$ cat src/rtl/regfile_wb_scheduler_if.sv
// Writeback scheduler bus: ALU/LSU writeback requests, issue-stage hazard query,
// and the register file write port.
interface regfile_wb_scheduler_if #(
  parameter int unsigned DATA_SIZE = 32,
  parameter int unsigned REG_NUM   = 32
);
  logic                 alu_valid;
  logic [4:0]           alu_rd;
  logic [DATA_SIZE-1:0] alu_data;
  logic                 lsu_valid;
  logic                 lsu_ready;
  logic [4:0]           lsu_rd;
  logic [DATA_SIZE-1:0] lsu_data;
  logic                 iss_valid;
  logic                 iss_long;
  logic [4:0]           iss_rs1;
  logic [4:0]           iss_rs2;
  logic [4:0]           iss_rd;
  logic                 iss_stall;
  logic                 write_reg;
  logic [4:0]           rd_addr;
  logic [DATA_SIZE-1:0] write_data;
  logic [REG_NUM-1:0]   busy_vec;

  modport master (
    output alu_valid, alu_rd, alu_data, lsu_valid, lsu_rd, lsu_data,
    output iss_valid, iss_long, iss_rs1, iss_rs2, iss_rd,
    input  lsu_ready, iss_stall, write_reg, rd_addr, write_data, busy_vec
  );

  modport slave (
    input  alu_valid, alu_rd, alu_data, lsu_valid, lsu_rd, lsu_data,
    input  iss_valid, iss_long, iss_rs1, iss_rs2, iss_rd,
    output lsu_ready, iss_stall, write_reg, rd_addr, write_data, busy_vec
  );
endinterface

$ cat src/rtl/regfile_wb_scheduler.sv
// Register file write-port scheduler: ALU > buffered LSU > direct LSU arbitration,
// a small LSU return FIFO, and a load scoreboard driving the issue stall.
module regfile_wb_scheduler #(
  parameter int unsigned DATA_SIZE  = 32,
  parameter int unsigned FIFO_DEPTH = 2,
  parameter int unsigned REG_NUM    = 32
) (
  input logic                   clk,
  input logic                   rst,
  regfile_wb_scheduler_if.slave bus
);
  localparam int unsigned PtrW = (FIFO_DEPTH > 1) ? $clog2(FIFO_DEPTH) : 1;
  localparam int unsigned CntW = PtrW + 1;

  typedef struct packed {
    logic [4:0]           rd;
    logic [DATA_SIZE-1:0] data;
  } entry_t;

  entry_t               mem_q [FIFO_DEPTH];
  logic [PtrW-1:0]      wr_ptr_q, rd_ptr_q;
  logic [CntW-1:0]      count_q;
  logic                 fifo_empty, fifo_full, lsu_acc, push, pop, stall;
  logic                 win_valid, win_lsu;
  entry_t               win, lsu_entry;
  logic                 write_reg_q;
  logic [4:0]           rd_addr_q;
  logic [DATA_SIZE-1:0] write_data_q;
  logic [REG_NUM-1:0]   busy_q, busy_d, set_mask, clr_mask;

  assign fifo_empty    = (count_q == '0);
  assign fifo_full     = (count_q == CntW'(FIFO_DEPTH));
  // No bypass: a full FIFO refuses returns even in a cycle that pops.
  assign bus.lsu_ready = rst & ~fifo_full;
  assign lsu_acc       = bus.lsu_valid & bus.lsu_ready;
  assign lsu_entry     = '{rd: bus.lsu_rd, data: bus.lsu_data};

  // busy_q[0] is held at zero, so x0 sources never stall.
  assign stall         = bus.iss_valid &
                         (busy_q[bus.iss_rs1] | busy_q[bus.iss_rs2] | busy_q[bus.iss_rd]);
  assign bus.iss_stall = stall;

  always_comb begin
    win_valid = 1'b0;
    win_lsu   = 1'b0;
    win       = '0;
    push      = 1'b0;
    pop       = 1'b0;
    if (bus.alu_valid) begin
      win_valid = 1'b1;
      win       = '{rd: bus.alu_rd, data: bus.alu_data};
      push      = lsu_acc;
    end else if (!fifo_empty) begin
      win_valid = 1'b1;
      win_lsu   = 1'b1;
      win       = mem_q[rd_ptr_q];
      pop       = 1'b1;
      push      = lsu_acc;
    end else if (lsu_acc) begin
      win_valid = 1'b1;
      win_lsu   = 1'b1;
      win       = lsu_entry;
    end
  end

  // Set is applied after clear so a same-edge set/clear on one register keeps it busy.
  always_comb begin
    set_mask = '0;
    clr_mask = '0;
    if (bus.iss_valid && !stall && bus.iss_long && bus.iss_rd != 5'd0) begin
      set_mask[bus.iss_rd] = 1'b1;
    end
    if (win_valid && win_lsu && win.rd != 5'd0) begin
      clr_mask[win.rd] = 1'b1;
    end
    busy_d    = (busy_q & ~clr_mask) | set_mask;
    busy_d[0] = 1'b0;
  end

  always_ff @(posedge clk) begin
    if (push) begin
      mem_q[wr_ptr_q] <= lsu_entry;
    end
  end

  always_ff @(posedge clk or negedge rst) begin
    if (!rst) begin
      wr_ptr_q     <= '0;
      rd_ptr_q     <= '0;
      count_q      <= '0;
      busy_q       <= '0;
      write_reg_q  <= 1'b0;
      rd_addr_q    <= '0;
      write_data_q <= '0;
    end else begin
      if (push) wr_ptr_q <= wr_ptr_q + PtrW'(1);
      if (pop)  rd_ptr_q <= rd_ptr_q + PtrW'(1);
      count_q     <= count_q + CntW'(push) - CntW'(pop);
      busy_q      <= busy_d;
      // An x0 winner consumes its slot but produces no write.
      write_reg_q <= win_valid && (win.rd != 5'd0);
      if (win_valid && win.rd != 5'd0) begin
        rd_addr_q    <= win.rd;
        write_data_q <= win.data;
      end
    end
  end

  assign bus.write_reg  = write_reg_q;
  assign bus.rd_addr    = rd_addr_q;
  assign bus.write_data = write_data_q;
  assign bus.busy_vec   = busy_q;
endmodule

$ cat src/flat_wrapper.sv
// flat-port wrapper written by rule: the top's interface ports become plain ports
module regfile_wb_scheduler_flat 
#(
  parameter int unsigned DATA_SIZE  = 32,
  parameter int unsigned FIFO_DEPTH = 2,
  parameter int unsigned REG_NUM    = 32
)
  (clk, rst, bus_alu_valid, bus_alu_rd, bus_alu_data, bus_lsu_valid, bus_lsu_rd, bus_lsu_data, bus_iss_valid, bus_iss_long, bus_iss_rs1, bus_iss_rs2, bus_iss_rd, bus_lsu_ready, bus_iss_stall, bus_write_reg, bus_rd_addr, bus_write_data, bus_busy_vec);
  regfile_wb_scheduler_if #(.DATA_SIZE(DATA_SIZE), .REG_NUM(REG_NUM)) bus_i ();
  input logic clk;
  input logic rst;
  input wire logic [$bits(bus_i.alu_valid)-1:0] bus_alu_valid;
  input wire logic [$bits(bus_i.alu_rd)-1:0] bus_alu_rd;
  input wire logic [$bits(bus_i.alu_data)-1:0] bus_alu_data;
  input wire logic [$bits(bus_i.lsu_valid)-1:0] bus_lsu_valid;
  input wire logic [$bits(bus_i.lsu_rd)-1:0] bus_lsu_rd;
  input wire logic [$bits(bus_i.lsu_data)-1:0] bus_lsu_data;
  input wire logic [$bits(bus_i.iss_valid)-1:0] bus_iss_valid;
  input wire logic [$bits(bus_i.iss_long)-1:0] bus_iss_long;
  input wire logic [$bits(bus_i.iss_rs1)-1:0] bus_iss_rs1;
  input wire logic [$bits(bus_i.iss_rs2)-1:0] bus_iss_rs2;
  input wire logic [$bits(bus_i.iss_rd)-1:0] bus_iss_rd;
  output wire logic [$bits(bus_i.lsu_ready)-1:0] bus_lsu_ready;
  output wire logic [$bits(bus_i.iss_stall)-1:0] bus_iss_stall;
  output wire logic [$bits(bus_i.write_reg)-1:0] bus_write_reg;
  output wire logic [$bits(bus_i.rd_addr)-1:0] bus_rd_addr;
  output wire logic [$bits(bus_i.write_data)-1:0] bus_write_data;
  output wire logic [$bits(bus_i.busy_vec)-1:0] bus_busy_vec;
  assign bus_i.alu_valid = bus_alu_valid;
  assign bus_i.alu_rd = bus_alu_rd;
  assign bus_i.alu_data = bus_alu_data;
  assign bus_i.lsu_valid = bus_lsu_valid;
  assign bus_i.lsu_rd = bus_lsu_rd;
  assign bus_i.lsu_data = bus_lsu_data;
  assign bus_i.iss_valid = bus_iss_valid;
  assign bus_i.iss_long = bus_iss_long;
  assign bus_i.iss_rs1 = bus_iss_rs1;
  assign bus_i.iss_rs2 = bus_iss_rs2;
  assign bus_i.iss_rd = bus_iss_rd;
  assign bus_lsu_ready = bus_i.lsu_ready;
  assign bus_iss_stall = bus_i.iss_stall;
  assign bus_write_reg = bus_i.write_reg;
  assign bus_rd_addr = bus_i.rd_addr;
  assign bus_write_data = bus_i.write_data;
  assign bus_busy_vec = bus_i.busy_vec;
  regfile_wb_scheduler #(.DATA_SIZE(DATA_SIZE), .FIFO_DEPTH(FIFO_DEPTH), .REG_NUM(REG_NUM)) u_core (.clk(clk), .rst(rst), .bus(bus_i));
endmodule
$ cat config.mk
export PLATFORM = sky130hd
export DESIGN_NAME = regfile_wb_scheduler_flat
export DESIGN_NICKNAME = d
export VERILOG_FILES = /design/src/rtl/regfile_wb_scheduler_if.sv /design/src/rtl/regfile_wb_scheduler.sv /design/src/flat_wrapper.sv
export SDC_FILE = /design/constraint.sdc
export NUM_CORES = 1
export LEC_CHECK = 0
export BUFFER_PORTS_ARGS = -buffer_cell sky130_fd_sc_hd__buf_2
export CAP_MARGIN = 20
export CORE_MARGIN = 3
export CORE_UTILIZATION = 54
export CTS_CLUSTER_DIAMETER = 120
export DETAILED_ROUTE_END_ITERATION = 16
export GPL_TIMING_DRIVEN = 0
export PLACE_DENSITY = 0.86
export SLEW_MARGIN = 20
export SYNTH_ARGS = -nofsm -noshare
export SYNTH_HDL_FRONTEND = slang
export SYNTH_SLANG_ARGS = --single-unit
$ cat constraint.sdc
create_clock -name clk -period 5.2 [get_ports clk]
set_input_delay 1.04 -clock clk [delete_from_list [all_inputs] [get_ports clk]]
set_output_delay 1.04 -clock clk [all_outputs]
set_load 0.005 [all_outputs]
==> flow_metrics.env <==
export IMPL_crit_start="bus_iss_rd[0]"
export IMPL_start_util=0.5556
export IMPL_synthSimpleGateAreaFrac=0.05523
export IMPL_drc_errors=0
export IMPL_totalPowerFinal_mw=4.032
export IMPL_die_w_um=120.4
export IMPL_cts_resized=0
export IMPL_yosys_area_share_xor_xnor=0.004957
export IMPL_cts_sinks=147
export IMPL_cts_buffers=17
export IMPL_drive_above_1_share=0.3723
export IMPL_fin_nets=820
export IMPL_critPathRequiredTime_ns=4.16
export IMPL_largest_register_ffs=74
export IMPL_peakVddDrop_mv=0.3021
export IMPL_synthCells=537
export IMPL_cts_setup_buffers=0
export IMPL_synth_distinct_cells=61
export IMPL_fin_worst_skew_ns=0.009420
export IMPL_final_cell_mix="buf_2 (169), edfxtp_1 (74), dfrtp_1 (73)"
export IMPL_dpl_cell_area_um2=8193
export IMPL_drv_slew=0
export IMPL_status="finished clean"
export IMPL_hold_violations=0
export IMPL_syn_nets=634
export IMPL_preCtsSetupSlack_ns=1.123
export IMPL_tritoncts="done"
export IMPL_insertion_delay_ns=0.42
export IMPL_yosysWarnings=0
export IMPL_slew_headroom=0.5648
export IMPL_async_flop_share=0.4966
export IMPL_seq_area_um2=4049
export IMPL_rows=41
export IMPL_routabilityCongestion=0.9425
export IMPL_synth_largest_area_cell="edfxtp_1"
export IMPL_hold_class="flop to flop"
export IMPL_yosysSeqAreaShare=0.5728
export IMPL_worst_pin_slew_ns=0.6528
export IMPL_synth_top_family_by_area="multiplexers"
export IMPL_routed_via_density=6.360
export IMPL_cts_hold_buf=0
export IMPL_synth_seq_cells=147
export IMPL_fin_area_um2=8787
export IMPL_grt_pass1_vias=5889
export IMPL_worstSetupEndpointType="output pin"
export IMPL_synth_fa_ha_area_frac=0.003540
export IMPL_holdWs_ns=0.4729
export IMPL_synth_edff_count=74
export IMPL_multi_input_area_um2=2701
export IMPL_grt_pass1_wl_mm=31.95
export IMPL_antenna_found_initial=2
export IMPL_synth_mux_area_frac=0.1738
export IMPL_yosysTopAreaCellShare=0.3144
export IMPL_io_pin_count=167
export IMPL_layout_commonest_cell="buf_2"
export IMPL_wirelength_mm=20.55
export IMPL_syn_area_um2=7068
export IMPL_period_minus_slack_ns=4.110
export IMPL_hpwl_mm=14.74
export IMPL_max_cap_violations=0
export IMPL_rsz0062_at_grt="no"
export IMPL_ant_nets=0
export IMPL_cp_arrival_ns=3.07
export IMPL_path_max_fanout=10
export IMPL_grt_overflow=0
export IMPL_drtIter0Drc=580
export IMPL_die_area_um2=14500
export IMPL_io_buffers=160
export IMPL_wl_per_cell_um=22.61
export IMPL_regMostFlops="u_core.mem_q"
export IMPL_cts_max_level=4
export IMPL_die_h_um=120.4
export IMPL_nFillCells=923
export IMPL_grt_total_usage=0.2860
export IMPL_synth_area_leaders="edfxtp_1 (31%), dfrtp_1 (26%), mux2i_1 (7.5%)"
export IMPL_core_um2=12720
export IMPL_post_route_period_util=0.7903
export IMPL_worstSetupPathType="input port to output pin"
export IMPL_min_from="u_core.bus.rd_addr[2]"
export IMPL_clk_path_buf_depth=2
export IMPL_p_per_area_nw_per_um2=458.8
export IMPL_max_clock_freq_mhz=243.3
export IMPL_synth_avg_cell_area_um2=13.16
export IMPL_cp_start_kind="input port"
export IMPL_clk_pin_slew_worst_paths_ns=0.06
export IMPL_cts_root_buf="clkbuf_16"
export IMPL_postLayoutSetupSlackWorst_ns=1.090
export IMPL_yosys_most_used_dff="edfxtp_1"
export IMPL_num_vias=5781
export IMPL_setup_viol=0
export IMPL_grt_max_degree=52
export IMPL_leakagePower_nw=3.695
export IMPL_reg2reg_from="u_core.rd_ptr_q"
export IMPL_area_growth_pct=24.32
export IMPL_synth_compound_area_share=0.1432
export IMPL_drtPass1Iterations=9
## kinds of logic (layout without fill, tap and decap cells)
kind of cell	Yosys count	in the layout
AOI/OAI and AO/OA	136	136
xor gates and xnor gates	4	4
adders and majority gates	2	2
buffers and inverters	74	273
DFF	147	147
muxes	102	102
other	1	2
and+or+nand+nor	71	71
## cell type report
cell class,instances,share of cell area
Timing Repair Buffer,167,0.1028
Inverter,42,0.01794
Tap cell,172,0.02449
Sequential cell,147,0.4608
Buffer,32,0.01894
Multi-Input combinational cell,316,0.3074
Clock buffer,18,0.04998
Clock inverter,14,0.01737
Antenna cell,1,0.0002848
## cells in the mapped netlist, drive strengths merged, types with 14 or more instances
cell type  count
clkbuf        15
buf           17
nand2         14
o21ai         60
edfxtp        74
a222oi        31
mux2          36
inv           42
nand3         15
dfrtp         73
nor2          15
mux2i         53
## through the flow
stage                     cells  TNS, ns    util
after detailed placement    876        0  0.6440
after global placement      869   -76.27  0.6354
after floorplan             537        0       -
after global routing        908        0  0.6905
final                       909        0  0.6907
after CTS                   908        0  0.6905
## path summary, 6_finish.rpt
| path | to | slack (ns) | cells past startpoint |
|---|---|---|---|
| worst max-delay path | bus_iss_stall | 1.09 | 9 |
| worst min-delay path | u_core.bus.rd_addr[2] | 0.47 | 1 |
| worst max register to register | u_core.bus.write_data[31] | 2.35 | 9 |
| worst min register to register | u_core.bus.rd_addr[2] | 0.47 | 1 |
| max in group asynchronous | u_core.bus.write_data[11] | 4.06 | 2 |
| min in group asynchronous | u_core.bus.write_data[30] | 0.56 | 1 |
## worst max-delay path: stages
cell and delay, ns:
clkbuf_1 0.31, buf_2 0.35, mux2i_1 0.25, o221ai_1 0.17
a32oi_1 0.25, and4_1 0.24, buf_4 0.18, a31oi_1 0.11
buf_2 0.15
## where the power goes
part / leakage, nW / total (mW) / internal, mW / switching [mW]
clock network: 0.270 / 1.22 / 0.723 / 0.492
logic: 1.83 / 1.16 / 0.534 / 0.624
registers: 1.60 / 1.66 / 1.47 / 0.190
## per-layer routing
layer  up-vias  global-route usage  part of all wire
li1       2481                   -                 -
met1      2864              0.3701              0.38
met2       389              0.4803              0.51
met3        43             0.06829             0.092
met4         4             0.08994             0.019
met5         -                   0            0.0010
Note: power is estimated with default switching activity, not from simulation.
